$ cat src/rtl/sram_pixel_writer.sv
// Buffers receiver pixels in a small FIFO and writes them to the 16-bit async
// SRAM as byte-lane writes; serves single-byte reads once the receiver is done.
module sram_pixel_writer #(
    parameter int FIFO_DEPTH = 4,
    parameter int WE_CYCLES  = 2
) (
    input  logic        avm_clk,
    input  logic        avm_rst,
    input  logic [7:0]  pixel_value,
    input  logic [19:0] addr_store,
    input  logic        store_finish,
    input  logic        rd_req,
    input  logic [19:0] rd_addr,
    output logic        rd_ready,
    output logic        rd_valid,
    output logic [7:0]  rd_data,
    output logic        busy,
    output logic        overflow,
    output logic [19:0] sram_addr,
    output logic [15:0] sram_dq_o,
    output logic        sram_dq_oe,
    input  logic [15:0] sram_dq_i,
    output logic        sram_ce_n,
    output logic        sram_oe_n,
    output logic        sram_we_n,
    output logic        sram_ub_n,
    output logic        sram_lb_n
);
    // state     | meaning
    // IDLE      | SRAM released; pop a queued pixel, else accept a read
    // WR_SETUP  | address, data and lane driven, we_n high
    // WR_PULSE  | we_n low for WE_CYCLES cycles
    // WR_HOLD   | we_n high, address and data still held
    // RD_ADDR   | ce_n/oe_n low on the selected lane, bus released
    // RD_SAMPLE | capture the selected byte of the pad data
    typedef enum logic [2:0] {
        IDLE, WR_SETUP, WR_PULSE, WR_HOLD, RD_ADDR, RD_SAMPLE
    } state_t;

    localparam int PW = $clog2(FIFO_DEPTH);
    localparam int CW = $clog2(WE_CYCLES + 1);

    state_t        state;
    logic [19:0]   prev_addr;
    logic [27:0]   fifo_mem [FIFO_DEPTH];
    logic [PW-1:0] wr_ptr;
    logic [PW-1:0] rd_ptr;
    logic [PW:0]   count;
    logic [PW:0]   count_next;
    logic [CW-1:0] we_cnt;
    logic [27:0]   head;
    logic          rd_lane;
    logic          rd_pend;
    logic          push;
    logic          push_ok;
    logic          pop;
    logic          full;
    logic          rd_accept;
    logic          fsm_busy_next;

    assign push       = (addr_store != prev_addr);
    assign full       = (count == (PW+1)'(FIFO_DEPTH));
    assign pop        = (state == IDLE) && (count != '0);
    assign push_ok    = push && (!full || pop);
    assign count_next = count + {{PW{1'b0}}, push_ok} - {{PW{1'b0}}, pop};
    assign head       = fifo_mem[rd_ptr];
    assign rd_ready   = store_finish && (state == IDLE) && (count == '0);
    assign rd_accept  = rd_req && rd_ready;

    always_comb begin
        fsm_busy_next = 1'b1;
        case (state)
            IDLE:               fsm_busy_next = pop || rd_accept;
            WR_HOLD, RD_SAMPLE: fsm_busy_next = 1'b0;
            default:            fsm_busy_next = 1'b1;
        endcase
    end

    always_ff @(posedge avm_clk) begin
        if (push_ok) fifo_mem[wr_ptr] <= {addr_store, pixel_value};
    end

    always_ff @(posedge avm_clk or negedge avm_rst) begin
        if (!avm_rst) begin
            prev_addr <= '0;
            wr_ptr    <= '0;
            rd_ptr    <= '0;
            count     <= '0;
            overflow  <= 1'b0;
        end else begin
            prev_addr <= addr_store;
            if (push_ok) wr_ptr <= wr_ptr + 1'b1;
            if (pop) rd_ptr <= rd_ptr + 1'b1;
            if (push && !push_ok) overflow <= 1'b1;
            count <= count_next;
        end
    end

    always_ff @(posedge avm_clk or negedge avm_rst) begin
        if (!avm_rst) begin
            state      <= IDLE;
            sram_addr  <= '0;
            sram_dq_o  <= '0;
            sram_dq_oe <= 1'b0;
            sram_ce_n  <= 1'b1;
            sram_oe_n  <= 1'b1;
            sram_we_n  <= 1'b1;
            sram_ub_n  <= 1'b1;
            sram_lb_n  <= 1'b1;
            rd_data    <= '0;
            rd_valid   <= 1'b0;
            rd_pend    <= 1'b0;
            rd_lane    <= 1'b0;
            we_cnt     <= '0;
            busy       <= 1'b0;
        end else begin
            // rd_valid trails the capture by one cycle so it lands once rd_data has settled
            rd_valid <= rd_pend;
            rd_pend  <= 1'b0;
            busy     <= (count_next != '0) || fsm_busy_next;
            case (state)
                IDLE: begin
                    if (pop) begin
                        state      <= WR_SETUP;
                        sram_addr  <= {1'b0, head[27:9]};
                        sram_dq_o  <= {head[7:0], head[7:0]};
                        sram_dq_oe <= 1'b1;
                        sram_ce_n  <= 1'b0;
                        sram_we_n  <= 1'b1;
                        sram_ub_n  <= ~head[8];
                        sram_lb_n  <= head[8];
                    end else if (rd_accept) begin
                        state     <= RD_ADDR;
                        sram_addr <= {1'b0, rd_addr[19:1]};
                        rd_lane   <= rd_addr[0];
                        sram_ce_n <= 1'b0;
                        sram_oe_n <= 1'b0;
                        sram_ub_n <= ~rd_addr[0];
                        sram_lb_n <= rd_addr[0];
                    end
                end
                WR_SETUP: begin
                    state     <= WR_PULSE;
                    sram_we_n <= 1'b0;
                    we_cnt    <= CW'(WE_CYCLES - 1);
                end
                WR_PULSE: begin
                    if (we_cnt == '0) begin
                        state     <= WR_HOLD;
                        sram_we_n <= 1'b1;
                    end else begin
                        we_cnt <= we_cnt - 1'b1;
                    end
                end
                WR_HOLD: begin
                    state      <= IDLE;
                    sram_dq_oe <= 1'b0;
                    sram_ce_n  <= 1'b1;
                    sram_ub_n  <= 1'b1;
                    sram_lb_n  <= 1'b1;
                end
                RD_ADDR: state <= RD_SAMPLE;
                RD_SAMPLE: begin
                    state     <= IDLE;
                    rd_data   <= rd_lane ? sram_dq_i[15:8] : sram_dq_i[7:0];
                    rd_pend   <= 1'b1;
                    sram_ce_n <= 1'b1;
                    sram_oe_n <= 1'b1;
                    sram_ub_n <= 1'b1;
                    sram_lb_n <= 1'b1;
                end
                default: begin
                    state      <= IDLE;
                    sram_dq_oe <= 1'b0;
                    sram_ce_n  <= 1'b1;
                    sram_oe_n  <= 1'b1;
                    sram_we_n  <= 1'b1;
                    sram_ub_n  <= 1'b1;
                    sram_lb_n  <= 1'b1;
                end
            endcase
        end
    end
endmodule
$ cat config.mk
export PLATFORM = sky130hd
export DESIGN_NAME = sram_pixel_writer
export DESIGN_NICKNAME = d
export VERILOG_FILES = /design/src/rtl/sram_pixel_writer.sv
export SDC_FILE = /design/constraint.sdc
export NUM_CORES = 1
export LEC_CHECK = 0
export ABC_AREA = 0
export CAP_MARGIN = 15
export CORE_MARGIN = 1.5
export CORE_UTILIZATION = 57
export DETAILED_ROUTE_END_ITERATION = 10
export PLACE_DENSITY_LB_ADDON = 0.08
export SETUP_SLACK_MARGIN = 0.5
export SKIP_CTS_REPAIR_TIMING = 1
export SLEW_MARGIN = 20
export SYNTH_ARGS = -nofsm -noshare
export SYNTH_HDL_FRONTEND = slang
export SYNTH_SLANG_ARGS = --single-unit
$ cat constraint.sdc
create_clock -name avm_clk -period 6.15 [get_ports avm_clk]
set_input_delay 1.23 -clock avm_clk [delete_from_list [all_inputs] [get_ports avm_clk]]
set_output_delay 1.23 -clock avm_clk [all_outputs]
set_load 0.1 [all_outputs]
# Word level (Yosys, flattened, before mapping)
# Memory sizes are Yosys's and may differ from the RTL's.
# Cells that the tools add are included.
# Widths: inputs -> output; s select.
[op_classes]
bitwise = 7
n_div = 0
n_mux = 28
multipliers = 0
n_reduce_logical = 32
eq_ne = 13
n_addsub = 5
shift = 0
order_cmp = 0
[ops]
columns = ["op", "count"]
rows = [
  ["$mux 20", 2],
  ["$ne 20x20->1", 1],
  ["$mux 1", 12],
  ["$pmux 1 s2", 6],
  ["$pmux 3 s4", 1],
  ["$reduce_and 2->1", 6],
  ["$ne 2x2->1 const B", 5],
  ["$eq 3x3->1 const B", 3],
  ["$mux 3", 3],
  ["$reduce_and 3->1", 3],
  ["$mux 8", 1],
  ["$reduce_or 4->1", 2],
  ["$not 1->1", 7],
  ["$eq 3x2->1 const B", 2],
  ["$logic_and 1x1->1", 6],
  ["$logic_not 3->1", 2],
  ["$reduce_bool 3->1", 2],
  ["$reduce_or 3->1", 2],
  ["$add 2x1->2 const B", 2],
  ["$pmux 1 s4", 1],
  ["$pmux 2 s2", 1],
  ["$reduce_bool 2->1", 2],
  ["$add 3x1->3", 1],
  ["$eq 3x1->1 const B", 1],
  ["8 further kinds", 11],
]
[word_totals]
mem_bits_rw = 112
latchBits = 0
register_bits = 87
memories = 1
romBits = 0
elab_cells = 106
input_bits = 68
output_inout_bits = 54
[memory_table]
columns = ["name", "words", "width", "rd", "rd_ports_with_merged_regs", "write_ports", "line_no", "text"]
rows = [
  ["fifo_mem", 4, 28, 1, 0, 1, "45", "logic [27:0] fifo_mem [FIFO_DEPTH];"],
]

# Logic depth before layout (Yosys ltp)
# Gate-level depths: netlist of the first run.
[depth]
ltp_word = 8
ltp_mapped = 11
ltp_nobuf = 11

# Least setup slack after synthesis of the first run
# No wires, ideal clock.
[synth_path]
path_type = "input port to flip-flop"
from = "input addr_store[4]"
to = "memory fifo_mem[0][0] (enable)"
required_time_ns = 5.737
t_arrival_ns = 2.855
path_slack_ns = 2.882
path_stages = 5
setup_ns = 0.413
cell_sequence = "xor2_1 > nor4_1 > nand3_1 > o21ai_4 > nor2_1"
[synth_via]
elab_chain_len = 4
[synth_lines]
columns = ["element", "line_no", "text"]
rows = [
  ["start: declaration", "10", "input logic [19:0] addr_store,"],
  ["$ne 20x20->1", "61", "assign push = (addr_store != prev_addr);"],
  ["$logic_and 1x1->1", "64", "assign push_ok = push && (!full || pop);"],
  ["$mux 1", "80", "if (push_ok) fifo_mem[wr_ptr] <= {addr_store, pixel_value};"],
  ["$mux 1 (implied by the code)", "80", ""],
  ["end: declaration", "45", ""],
]
# Every way passes these cells.

# Worst setup path after layout of the first run
[layout_path]
from = "input store_finish"
to = "output rd_ready"
[layout_via]
elab_chain_len = 2
[layout_lines]
columns = ["element", "line_no", "text"]
rows = [
  ["start: declaration", "11", "input logic store_finish,"],
  ["$logic_and 1x1->1 (2 in series)", "67", "assign rd_ready = store_finish && (state == IDLE) && (count == '0);"],
  ["end: declaration", "14", "output logic rd_ready,"],
]
# Every way passes these cells.

==> results of run 1 <==
==> worst max-delay path, cell delays in order <==
cell	delay, ns
clkdlybuf4s50_1	0.52
and3_1	0.17
clkdlybuf4s50_1	1.13
==> registers in the layout (all words and copies together), names as in the netlist, 2 cells and up <==
register and cells:
sram_addr 19, we_cnt 2, state 3, fifo_mem 112
rd_ptr 2, prev_addr 20, sram_dq_o 8, rd_data 8
wr_ptr 2, count 3
==> cells by family after synthesis <==
family | count (synthesis) | synth area share
flip-flops | 190 | 0.706
AND/OR/NAND/NOR | 68 | 0.0442
multiplexers | 66 | 0.136
AO/OA/AOI/OAI | 46 | 0.0359
buffers and inverters | 45 | 0.0332
XOR/XNOR | 26 | 0.0302
adder cells (fa/ha/maj) | 8 | 0.0143
other | 1 | 0.000498
==> synthesized netlist by cell type (2+ instances only) <==
cell | count | area share
edfxtp_1 | 112 | 0.45
dfrtp_1 | 73 | 0.24
nand2_1 | 34 | 0.017
mux2i_1 | 28 | 0.037
mux4_2 | 28 | 0.084
o21ai_0 | 26 | 0.017
xor2_1 | 23 | 0.027
inv_1 | 17 | 0.0085
nor2_1 | 14 | 0.0070
buf_4 | 9 | 0.0090
mux2_2 | 8 | 0.012
buf_2 | 7 | 0.0046
ha_1 | 7 | 0.012
buf_6 | 5 | 0.0075
clkbuf_1 | 5 | 0.0025
dfstp_2 | 5 | 0.017
nor4_1 | 5 | 0.0042
o21ai_1 | 5 | 0.0033
nor3_1 | 4 | 0.0027
a21oi_1 | 3 | 0.0020
xnor2_1 | 3 | 0.0035
a31oi_1 | 2 | 0.0017
mux2_1 | 2 | 0.0030
nand3b_1 | 2 | 0.0020
o21bai_1 | 2 | 0.0020
==> cell type report <==
class | count | area, µm²
Sequential cell | 190 | 5330
Fill cell | 760 | 3360
Multi-Input combinational cell | 215 | 2000
Timing Repair Buffer | 123 | 1220
Clock buffer | 19 | 453
Tap cell | 172 | 215
Clock inverter | 13 | 139
Inverter | 17 | 63.8
==> stage by stage <==
stage,util,cells
2_1_floorplan,-,450
5_1_grt,0.737,749
4_1_cts,0.737,749
6_report,0.737,749
3_3_place_gp,0.690,717
3_5_place_dp,0.690,717
==> per-layer routing <==
layer | GRT usage | up-vias | share of wire
met5 | 0 | - | 0
li1 | - | 1888 | -
met1 | 0.282 | 2045 | 0.44
met2 | 0.344 | 122 | 0.49
met4 | 0.0945 | 0 | 0.022
met3 | 0.0528 | 24 | 0.044
==> final timing paths <==
kind	end	slack (ns)	cells after the start	from
worst max-delay path	rd_ready	1.86	3	store_finish
worst min-delay path	rd_valid$_DFF_PN0_	0.35	0	rd_pend$_DFF_PN0_
worst max register to register	busy$_DFF_PN0_	3.19	10	prev_addr[19]$_DFF_PN0_
worst min register to register	rd_valid$_DFF_PN0_	0.35	0	rd_pend$_DFF_PN0_
max in group asynchronous	rd_ptr[0]$_DFFE_PN0N_	4.37	2	avm_rst
min in group asynchronous	rd_data[4]$_DFFE_PN0P_	0.74	1	avm_rst
==> flow_summary.yaml, run 1 <==
sta:
  timing.final.hold_violations: 0
  final.min_clock_period_ns: 4.29
  drv_slew: 0
  tightest_slew_ns: 1.04
  clock_skew_ns: 0.00682
  rsz0062_at_grt: "false"
  setup_viol: 0
  fin_ws_ns: 1.86
  max_freq_mhz: 233
  timing.hold.ws_ns: 0.348
  tns_ns: 0
  fin_crit_sh: 0.697
  relSlewSlack: 0.307
finish:
  syn_to_final_growth_pct: 24.9
  nets: 640
  diodes: 0
  drive_above_1_share: 0.153
  final_cell_mix: "clkdlybuf4s50_1, edfxtp_1, dfrtp_1"
  stdcell_area_mm2: 0.00941
  final_common_cell: "clkdlybuf4s50_1"
place:
  port_buffers: 120
  hpwl_um: 8580
  dpl-instance-area_mm2: 0.00882
  place_ws_ns: 1.76
  gp_congestion: 0.746
drt:
  vias_per_cell: 5.45
  routed_wl_um: 13900
  wire_per_inst_um: 18.5
  drt_first_pass_iters: 4
  detail-route-antenna-nets: 0
  drc: 0
  drtIter0Drc: 217
  vias: 4079
critical_path:
  crit_required_ns: 4.92
  critical_path_class: "in -> out"
  critPathLaunchType: "primary input"
  critPathMaxFanout: 3
  crit_path_end_kind: "output port"
  critPathArrivalTime_ns: 3.06
clock_network:
  cts_max_level: 4
  cts_buffer_depth: 2
  cts-root-buf: "clkbuf_16"
  clk_pin_slew_ns: 0.06
  cts_sinks: 190
  insertion_delay_ns: 0.43
  cts_tree: "done"
  numCtsBuffers: 17
synth:
  syn_area_mm2: 0.00754
  synthCells: 450
  ys_async_sr_fraction: 0.411
  synth_nets: 526
  yosysWarningCount: 0
  synth_edf_count: 112
  synthFlopType: "edfxtp_1"
  ys_ff_latch: 190
  avgSynthCellArea_um2: 16.7
  yosysUniqueCellTypes: 46
  synth_sequential_area_ratio: 0.706
flow_run:
  drv_cap: 0
floorplan:
  pin_count: 122
  fp.dieH_um: 118
  start_util: 0.590
  rows: 41
  die-area_mm2: 0.0139
  coreArea_mm2: 0.0128
  die_x_um: 118
grt:
  track_usage: 0.215
  first_global_vias: 4271
  grt_pass1_wl_um: 22300
  antenna_found_initial: 0
  grt_overflow: 0
  grt_max_degree: 50
outcome:
  status: "finished clean"
hold_path:
  hp-class: "reg -> reg"
Power of run 1 is not shown: default switching activity piles up to over one toggle a cycle in this logic, so the estimate is an artifact.
==> run 2: changes to the inputs <==
CORE_UTILIZATION = 48   (was 57)
clock period = 3.66 ns   (was 6.15 ns; I/O delays follow)
==> flow_summary.yaml, run 2 (same netlist as run 1, synthesis figures left out) <==
drt:
  vias: 4090
  wl_met2_um: 7240
  vias_per_cell: 5.10
  highest-signal-layer: "met4"
  drt_first_pass_iters: 4
  detail-route-antenna-nets: 0
  drtIter0Drc: 131
  met1Wirelength_um: 6250
  routed_wl_um: 14300
  wire_per_inst_um: 17.9
  drc: 0
  met3WireLength_um: 624
critical_path:
  slowest_stage: "clkdlybuf4s50_1"
  rr_worst_depth: 10
  critPathLaunchType: "primary input"
  crit_path_end_kind: "register"
  crit_top_cell: "ha_1"
  timing.rr.start: "state[1]$_DFFE_PN0P_"
  critical_path.cell_chain: "clkdlybuf4s50_1 > xor2_1 > nor4_2 > buf_4 > nand3_2 > o21ai_4 > ha_1 > inv_1 > ha_1 > fa_1 > nor3_1 > nand3b_1"
  critical_path_class: "in -> reg"
  critPathMaxFanout: 6
  critPathLaunch: "addr_store[10]"
  r2r_end: "busy$_DFF_PN0_"
  r2r_slack_ns: 1.01
  critPathArrivalTime_ns: 3.28
  endpoint: "busy$_DFF_PN0_"
  cp_slowest_stage_delay_ns: 0.50
  crit_required_ns: 3.96
  worst-path-buf-inv: 3
  cp.depth: 12
  cp_top_family: "adder cells"
place:
  hpwl_um: 9510
  place_ws_ns: 0.0736
  gp_congestion: 0.733
  port_buffers: 120
  dp.cells: 770
floorplan:
  fp.dieH_um: 128
  die-area_mm2: 0.0165
  pin_count: 122
  rows: 45
  start_util: 0.494
  coreArea_mm2: 0.0153
  die_x_um: 128
clock_network:
  cts-root-buf: "clkbuf_16"
  cts_sinks: 190
  cts_max_level: 4
  insertion_delay_ns: 0.42
  numCtsBuffers: 17
  clk_pin_slew_ns: 0.07
  cts_buffer_depth: 2
  cts_tree: "done"
finish:
  top_register: "fifo_mem"
  largest_reg_flops: 112
  syn_to_final_growth_pct: 26.7
  n_fill_cell: 1169
  nets: 654
  final_cell_mix: "clkdlybuf4s50_1, edfxtp_1, dfrtp_1"
  drive_above_1_share: 0.176
  final_common_cell: "clkdlybuf4s50_1"
  instances_no_fill: 802
  reg.largest.list: "fifo_mem x112, prev_addr x20, sram_addr x19"
  diodes: 0
flow_run:
  drv_cap: 0
sta:
  timing.final.hold_violations: 0
  relSlewSlack: 0.342
  rsz0062_at_grt: "false"
  fin_crit_sh: 0.815
  final.min_clock_period_ns: 2.98
  fin_ws_ns: 0.677
  tightest_slew_ns: 0.984
  drv_slew: 0
  setup_viol: 0
  max_freq_mhz: 335
  tns_ns: 0
  clock_skew_ns: 0.00792
outcome:
  status: "finished clean"
grt:
  first_global_vias: 4377
  antenna_found_initial: 0
  grt_overflow: 0
  grt_pass1_wl_um: 23000
  grt_max_degree: 50
  track_usage: 0.190
hold_path:
  hp-class: "in -> async"
[run 2: changes by cell type in the layout (fill, tap and decap cells not counted), moves of 2 or more]
cell	delta
clkbuf_8	-2
nor4_2	+3
clkdlybuf4s50_1	-3
clkbuf_1	+2
dlymetal6s2s_1	+2
nor4_1	-3
buf_4	+15
[run 2: how the worst min path moves through the flow]
stage                       from                         to  depth (start not counted)
5_1_grt                  avm_rst  sram_addr[10]$_DFFE_PN0P_                          1
2_1_floorplan  rd_pend$_DFF_PN0_         rd_valid$_DFF_PN0_                          0
3_5_place_dp   rd_pend$_DFF_PN0_         rd_valid$_DFF_PN0_                          0
3_3_place_gp   rd_pend$_DFF_PN0_         rd_valid$_DFF_PN0_                          0
4_1_cts                  avm_rst     sram_dq_oe$_DFFE_PN0P_                          1
6_report                 avm_rst     sram_dq_oe$_DFFE_PN0P_                          1
[run 2: routing by layer]
| layer | vias to the layer above | GRT usage |
|---|---|---|
| met5 | - | 0 |
| met2 | 107 | 0.319 |
| li1 | 1906 | - |
| met1 | 2062 | 0.243 |
| met4 | 0 | 0.0661 |
| met3 | 15 | 0.0467 |
[run 2: metrics by stage]
| step | util | area [µm²] | hold slack (ns) |
|---|---|---|---|
| final | 0.626 | 9550 | 0.315 |
| after global routing | 0.626 | 9550 | 0.351 |
| after CTS | 0.624 | 9520 | 0.333 |
| after detailed placement | 0.588 | 8970 | 0.336 |
| after global placement | 0.588 | 8970 | 0.337 |
| after floorplan | - | 7540 | 0.331 |
[run 2: cell type report]
type / count / area, µm² / area share
clock buffer: 19 / 433 / 0.0453
timing repair buffer: 137 / 1330 / 0.139
tap: 211 / 264 / 0.0277
inverter: 17 / 63.8 / 0.00668
clock inverter: 13 / 116 / 0.0122
multi-input combinational: 215 / 2020 / 0.212
sequential: 190 / 5320 / 0.557
Power of run 2 is left out for the same reason.
